File: config.mk
export PLATFORM = sky130hd
export DESIGN_NAME = icache_fetch_ctrl
export DESIGN_NICKNAME = d
export VERILOG_FILES = /design/src/rtl/icache_fetch_ctrl.sv
export SDC_FILE = /design/constraint.sdc
export NUM_CORES = 2
export LEC_CHECK = 0
export CORE_UTILIZATION = 45
export CTS_CLUSTER_DIAMETER = 30
export DETAILED_ROUTE_END_ITERATION = 10
export GPL_ROUTABILITY_DRIVEN = 1
export MAX_ROUTING_LAYER = met4
export PLACE_DENSITY = 0.6
export SYNTH_ARGS = -nofsm -noshare
export SYNTH_HDL_FRONTEND = slang
export SYNTH_SLANG_ARGS = --single-unit
File: constraint.sdc
create_clock -name clk -period 9.95 [get_ports clk]
set_clock_uncertainty 0.05 [all_clocks]
set_input_delay 1.4925 -clock clk [delete_from_list [all_inputs] [get_ports clk]]
set_output_delay 1.4925 -clock clk [all_outputs]
set_load 0.01 [all_outputs]
File: src/rtl/icache_fetch_ctrl.sv
`default_nettype none
// ============================================================================
// Module      : icache_fetch_ctrl
// Description : Direct-mapped instruction cache fetch controller. A hit
//               returns its word one cycle after acceptance. A miss stalls
//               the pipeline while the whole line is refilled from backing
//               memory over a req/ack handshake.
// Option      : ICACHE_PERF_CNT_EN adds saturating hit/miss counters.
// Revision    : 1.0 - initial release
// ============================================================================
module icache_fetch_ctrl #(
  parameter int LINE_WORDS = 4,
  parameter int NUM_LINES  = 16
) (
  input  logic        clk,
  input  logic        rst_n,
  input  logic        fetch_req,
  input  logic [31:0] fetch_addr,
  output logic        fetch_stall,
  output logic        fetch_valid,
  output logic [31:0] fetch_data,
  input  logic        flush,
  output logic        mem_req,
  output logic [31:0] mem_addr,
  input  logic        mem_ack,
  input  logic [31:0] mem_rdata
`ifdef ICACHE_PERF_CNT_EN
  ,
  output logic [31:0] hit_cnt,
  output logic [31:0] miss_cnt
`endif
);

  localparam int OFF_W = $clog2(LINE_WORDS);
  localparam int IDX_W = $clog2(NUM_LINES);
  localparam int TAG_W = 30 - OFF_W - IDX_W;
  localparam logic [OFF_W-1:0] LAST_BEAT = OFF_W'(LINE_WORDS - 1);

  typedef enum logic [1:0] {
    IDLE    = 2'd0,
    REFILL  = 2'd1,
    RESPOND = 2'd2
  } state_t;

  state_t             state;
  logic [31:0]        data_mem [NUM_LINES*LINE_WORDS];
  logic [TAG_W-1:0]   tag_mem  [NUM_LINES];
  logic [NUM_LINES-1:0] valid;
  logic               flush_pending;

  // Miss bookkeeping latched at acceptance
  logic [TAG_W-1:0]   fill_tag;
  logic [IDX_W-1:0]   fill_idx;
  logic [OFF_W-1:0]   fill_off;
  logic [OFF_W-1:0]   beat;

  logic [OFF_W-1:0]   req_off;
  logic [IDX_W-1:0]   req_idx;
  logic [TAG_W-1:0]   req_tag;
  logic               hit;
  logic               accept;
  logic               last_beat;
  logic               unused_addr_lsbs;

  assign req_off   = fetch_addr[OFF_W+1:2];
  assign req_idx   = fetch_addr[OFF_W+IDX_W+1:OFF_W+2];
  assign req_tag   = fetch_addr[31:OFF_W+IDX_W+2];
  assign hit       = valid[req_idx] && (tag_mem[req_idx] == req_tag);
  assign last_beat = (beat == LAST_BEAT);

  // Any pending flush blocks new requests until the valid bits are cleared
  assign fetch_stall = (state != IDLE) | flush | flush_pending;
  assign accept      = fetch_req & ~fetch_stall;

  // Byte-lane bits are meaningless for word fetches
  assign unused_addr_lsbs = &{1'b0, fetch_addr[1:0]};

  // Refill beats land in the data array; tag is written with the last beat
  always_ff @(posedge clk) begin
    if (rst_n && (state == REFILL) && mem_ack) begin
      data_mem[{fill_idx, beat}] <= mem_rdata;
      if (last_beat) begin
        tag_mem[fill_idx] <= fill_tag;
      end
    end
  end

  // Control FSM with registered outputs
  always_ff @(posedge clk) begin
    if (!rst_n) begin
      state         <= IDLE;
      valid         <= '0;
      flush_pending <= 1'b0;
      fetch_valid   <= 1'b0;
      fetch_data    <= 32'd0;
      mem_req       <= 1'b0;
      mem_addr      <= 32'd0;
      fill_tag      <= '0;
      fill_idx      <= '0;
      fill_off      <= '0;
      beat          <= '0;
    end else begin
      fetch_valid <= 1'b0;
      case (state)
        IDLE: begin
          if (flush) begin
            valid <= '0;
          end else if (accept) begin
            if (hit) begin
              fetch_valid <= 1'b1;
              fetch_data  <= data_mem[{req_idx, req_off}];
            end else begin
              fill_tag <= req_tag;
              fill_idx <= req_idx;
              fill_off <= req_off;
              beat     <= '0;
              mem_req  <= 1'b1;
              mem_addr <= {fetch_addr[31:OFF_W+2], {(OFF_W+2){1'b0}}};
              state    <= REFILL;
            end
          end
        end
        REFILL: begin
          if (flush) begin
            flush_pending <= 1'b1;
          end
          if (mem_ack) begin
            beat <= beat + 1'b1;
            if (last_beat) begin
              valid[fill_idx] <= 1'b1;
              mem_req         <= 1'b0;
              fetch_valid     <= 1'b1;
              // The final beat is still in flight to the array, so bypass it
              fetch_data      <= (fill_off == LAST_BEAT) ? mem_rdata
                                                         : data_mem[{fill_idx, fill_off}];
              state           <= RESPOND;
            end else begin
              mem_addr <= mem_addr + 32'd4;
            end
          end
        end
        RESPOND: begin
          if (flush || flush_pending) begin
            valid <= '0;
          end
          flush_pending <= 1'b0;
          state         <= IDLE;
        end
        default: state <= IDLE;
      endcase
    end
  end

`ifdef ICACHE_PERF_CNT_EN
  // Saturating hit/miss counters over accepted requests
  always_ff @(posedge clk) begin
    if (!rst_n) begin
      hit_cnt  <= 32'd0;
      miss_cnt <= 32'd0;
    end else if (accept) begin
      if (hit) begin
        if (hit_cnt != 32'hFFFF_FFFF) hit_cnt <= hit_cnt + 32'd1;
      end else begin
        if (miss_cnt != 32'hFFFF_FFFF) miss_cnt <= miss_cnt + 32'd1;
      end
    end
  end
`endif

endmodule
`default_nettype wire

==> metrics.cfg <==
[critical_path]
crit_start=fetch_addr[5]
cp_slowest_cell=buf_4
crit_top_cell=buf_4
arrival_ns=6.79
critPathCapture=fetch_data[22]
reg2reg_depth=7
cp-end-kind=flip-flop
crit_type=input port to flip-flop
regToRegSetupSlack_ns=4.86
r2r_start=state[0]
regToRegEndpoint=data_mem[22][2]
crit_chain=buf_4 -> buf_4 -> nor2_1 -> a22oi_1 -> a21oi_1 -> nor3b_1 -> a31oi_1 -> a211oi_1 -> a31o_4 -> buf_4 -> o2111ai_1 -> o21ai_0
start_kind=input port
required_ns=10.76
cp_max_fo=44
max_stage_delay_ns=0.82

[placed_design]
pre_cts_ws_ns=3.09
gp_congestion=0.812
post-dp-hpwl_um=190000
placement.io_buffers=131

[floorplan]
fp.dieW_um=507
dieArea_mm2=0.257
start_util=0.454
die_y_um=507
core-area_mm2=0.252
ios=136
rows=184

[drt]
routed_wl_um=366000
via_count=63694
drc_errors=0
drtAntennaViolNets=0
viasPerCell=6.67
dr.pass1.iters=5
drt_iter0_drc=8886
wire_per_inst_um=38.3

[grt]
grt_pass1_wl_um=510000
grt.total_usage=0.297
grt-ovfl-total=0
antenna_found_initial=27
grt_max_degree=136
grt_pass1_vias=65746

[timing]
slew_headroom=0.122
grt_setup_unrepaired=no
fmax_ghz=0.167
setup_violations=0
whs_ns=0.422
final_hold_viol_count=0
fin_crit_sh=0.600
tightest_slew_ns=1.32
fin_crit_ns=5.97
slew_violations=0
worst_slack_ns=3.98
finalSetupTns_ns=0

[cts]
ctsResizeCount=0
cts_buffers=555
clock_latency_ns=0.97
holdBufCountCts=0
clock_sinks=2553
cts_tree=built
clk_transition_reported_paths_ns=0.04
clockBufferDepth=4
cts_setup_buffers=0
root_buffer=clkbuf_16
cts_max_level=6

[pwr]
leakagePower_uw=0.0429
powerDensity_mw_per_mm2=227
vdd_drop_max_v=0.000214

[run_status]
status=complete, no violations

[synthesis]
syn_area_mm2=0.115
synth-edff-count=2432
syn_inst=5311
syn_area_per_cell_um2=21.6
async_reset_ff_frac=0
yosys-top-cells-count=edfxtp_1 (2,432), mux4_2 (1,383), clkbuf_1 (258)
synth_flop_cell=edfxtp_1
ys_ff_latch=2553
synth.distinct_cells=68
synth.area.top_cells=edfxtp_1 (64%), mux4_2 (27%), dfxtp_1 (2.1%)
yosysMostFrequentCell=edfxtp_1
synth_top_area_frac=0.637
synth_top_cell_by_area=edfxtp_1
yosysWarnings=0
seq_area_frac_synth=0.659

[layout]
drive_gt1_frac=0.421
synthToLayoutAreaGrowth_pct=21.1
final_nets=5803
num-fill-cells=19009

[flow_run]
cap_violations=0

[min_path]
hold_path.class=flip-flop to flip-flop

[worst max-delay path, delay by kind of cell]
family / cells / cell delay, ns
AO/OA/AOI/OAI: 7 / 2.39
buffers and inverters: 3 / 1.96
AND/OR/NAND/NOR: 2 / 0.80
[stage by stage]
| step | instance area [µm²] | cells | power (µW) | utilization |
|---|---|---|---|---|
| 2_1_floorplan | 115000 | 5312 | 13100 | - |
| 3_3_place_gp | 120000 | 8523 | 13600 | 0.476 |
| 3_5_place_dp | 120000 | 8523 | 13600 | 0.476 |
| 4_1_cts | 139000 | 9519 | 31700 | 0.549 |
| 5_1_grt | 139000 | 9536 | 32300 | 0.550 |
| 6_report | 139000 | 9543 | 31500 | 0.550 |
[power by group]
group / leakage [µW] / switching [µW] / internal [µW]
Clock: 0.00894 / 5870 / 12200
Sequential: 0.0227 / 57.2 / 11800
Combinational: 0.0113 / 859 / 702
[placed cells by master, fill, tap and decap left out, drive strengths merged, types with 17 or more instances in the layout]
master | synthesis | final
bufinv | 0 | 63
a21oi | 70 | 70
buf | 161 | 190
edfxtp | 2432 | 2432
nor2 | 151 | 151
mux4 | 1383 | 1383
o2111ai | 27 | 27
nor3 | 21 | 21
a31o | 32 | 32
a211o | 27 | 27
nand3 | 55 | 55
nand2 | 112 | 112
dfxtp | 121 | 121
nor4 | 17 | 17
mux2i | 143 | 143
o21ai | 40 | 40
clkdlybuf4s50 | 0 | 92
xnor2 | 22 | 22
inv | 12 | 58
clkbuf | 259 | 667
a211oi | 17 | 17
clkinvlp | 0 | 53
clkinv | 1 | 169
o22ai | 57 | 57
diode | 0 | 24
[area by class of cell]
| cell class | count | area [µm²] | share of cell area |
|---|---|---|---|
| Clock inverter | 330 | 3680 | 0.0265 |
| Multi-Input combinational cell | 2326 | 38000 | 0.274 |
| Inverter | 13 | 56.3 | 0.000406 |
| Antenna cell | 24 | 60.1 | 0.000433 |
| Tap cell | 3348 | 4190 | 0.0302 |
| Clock buffer | 666 | 14800 | 0.107 |
| Timing Repair Buffer | 283 | 2470 | 0.0178 |
| Sequential cell | 2553 | 75500 | 0.544 |
[worst min path at each step]
stage / startpoint / endpoint / slack (ns) / cells past startpoint
4_1_cts: valid[13] / valid[13] / 0.42 / 2
5_1_grt: valid[11] / valid[11] / 0.44 / 2
3_3_place_gp: valid[11] / valid[11] / 0.39 / 2
3_5_place_dp: valid[3] / valid[3] / 0.41 / 2
2_1_floorplan: valid[12] / valid[12] / 0.38 / 2
6_report: valid[13] / valid[13] / 0.42 / 2
[cell families (layout without fill, tap and decap cells)]
kind of cell | Yosys count | after routing | share of synthesized area
AO/OA/AOI/OAI | 314 | 314 | 0.0196
XOR/XNOR | 34 | 34 | 0.00260
multiplexers | 1539 | 1539 | 0.286
AND/OR/NAND/NOR | 435 | 435 | 0.0176
other | 1 | 26 | 0.0000327
buffers and inverters | 433 | 1292 | 0.0157
flip-flops | 2553 | 2553 | 0.659
adder cells (fa/ha/maj) | 2 | 2 | 0.000218
[sequential cells by signal (all words and copies together) (netlist names), 2 cells and up, named ones only]
name and flops:
fetch_data 32, valid 16, data_mem 2048, fill_tag 24, tag_mem 384, beat 2, state 2, mem_addr 30
fill_idx 4, fill_off 2
[metal layers]
metal	vias to the layer above	part of all wire	GRT usage
met5	-	0	-
met4	0	0.034	0.102
met3	655	0.10	0.0689
met2	3696	0.48	0.455
met1	34830	0.38	0.391
li1	24513	-	-
(Power assumes the default switching activity.)
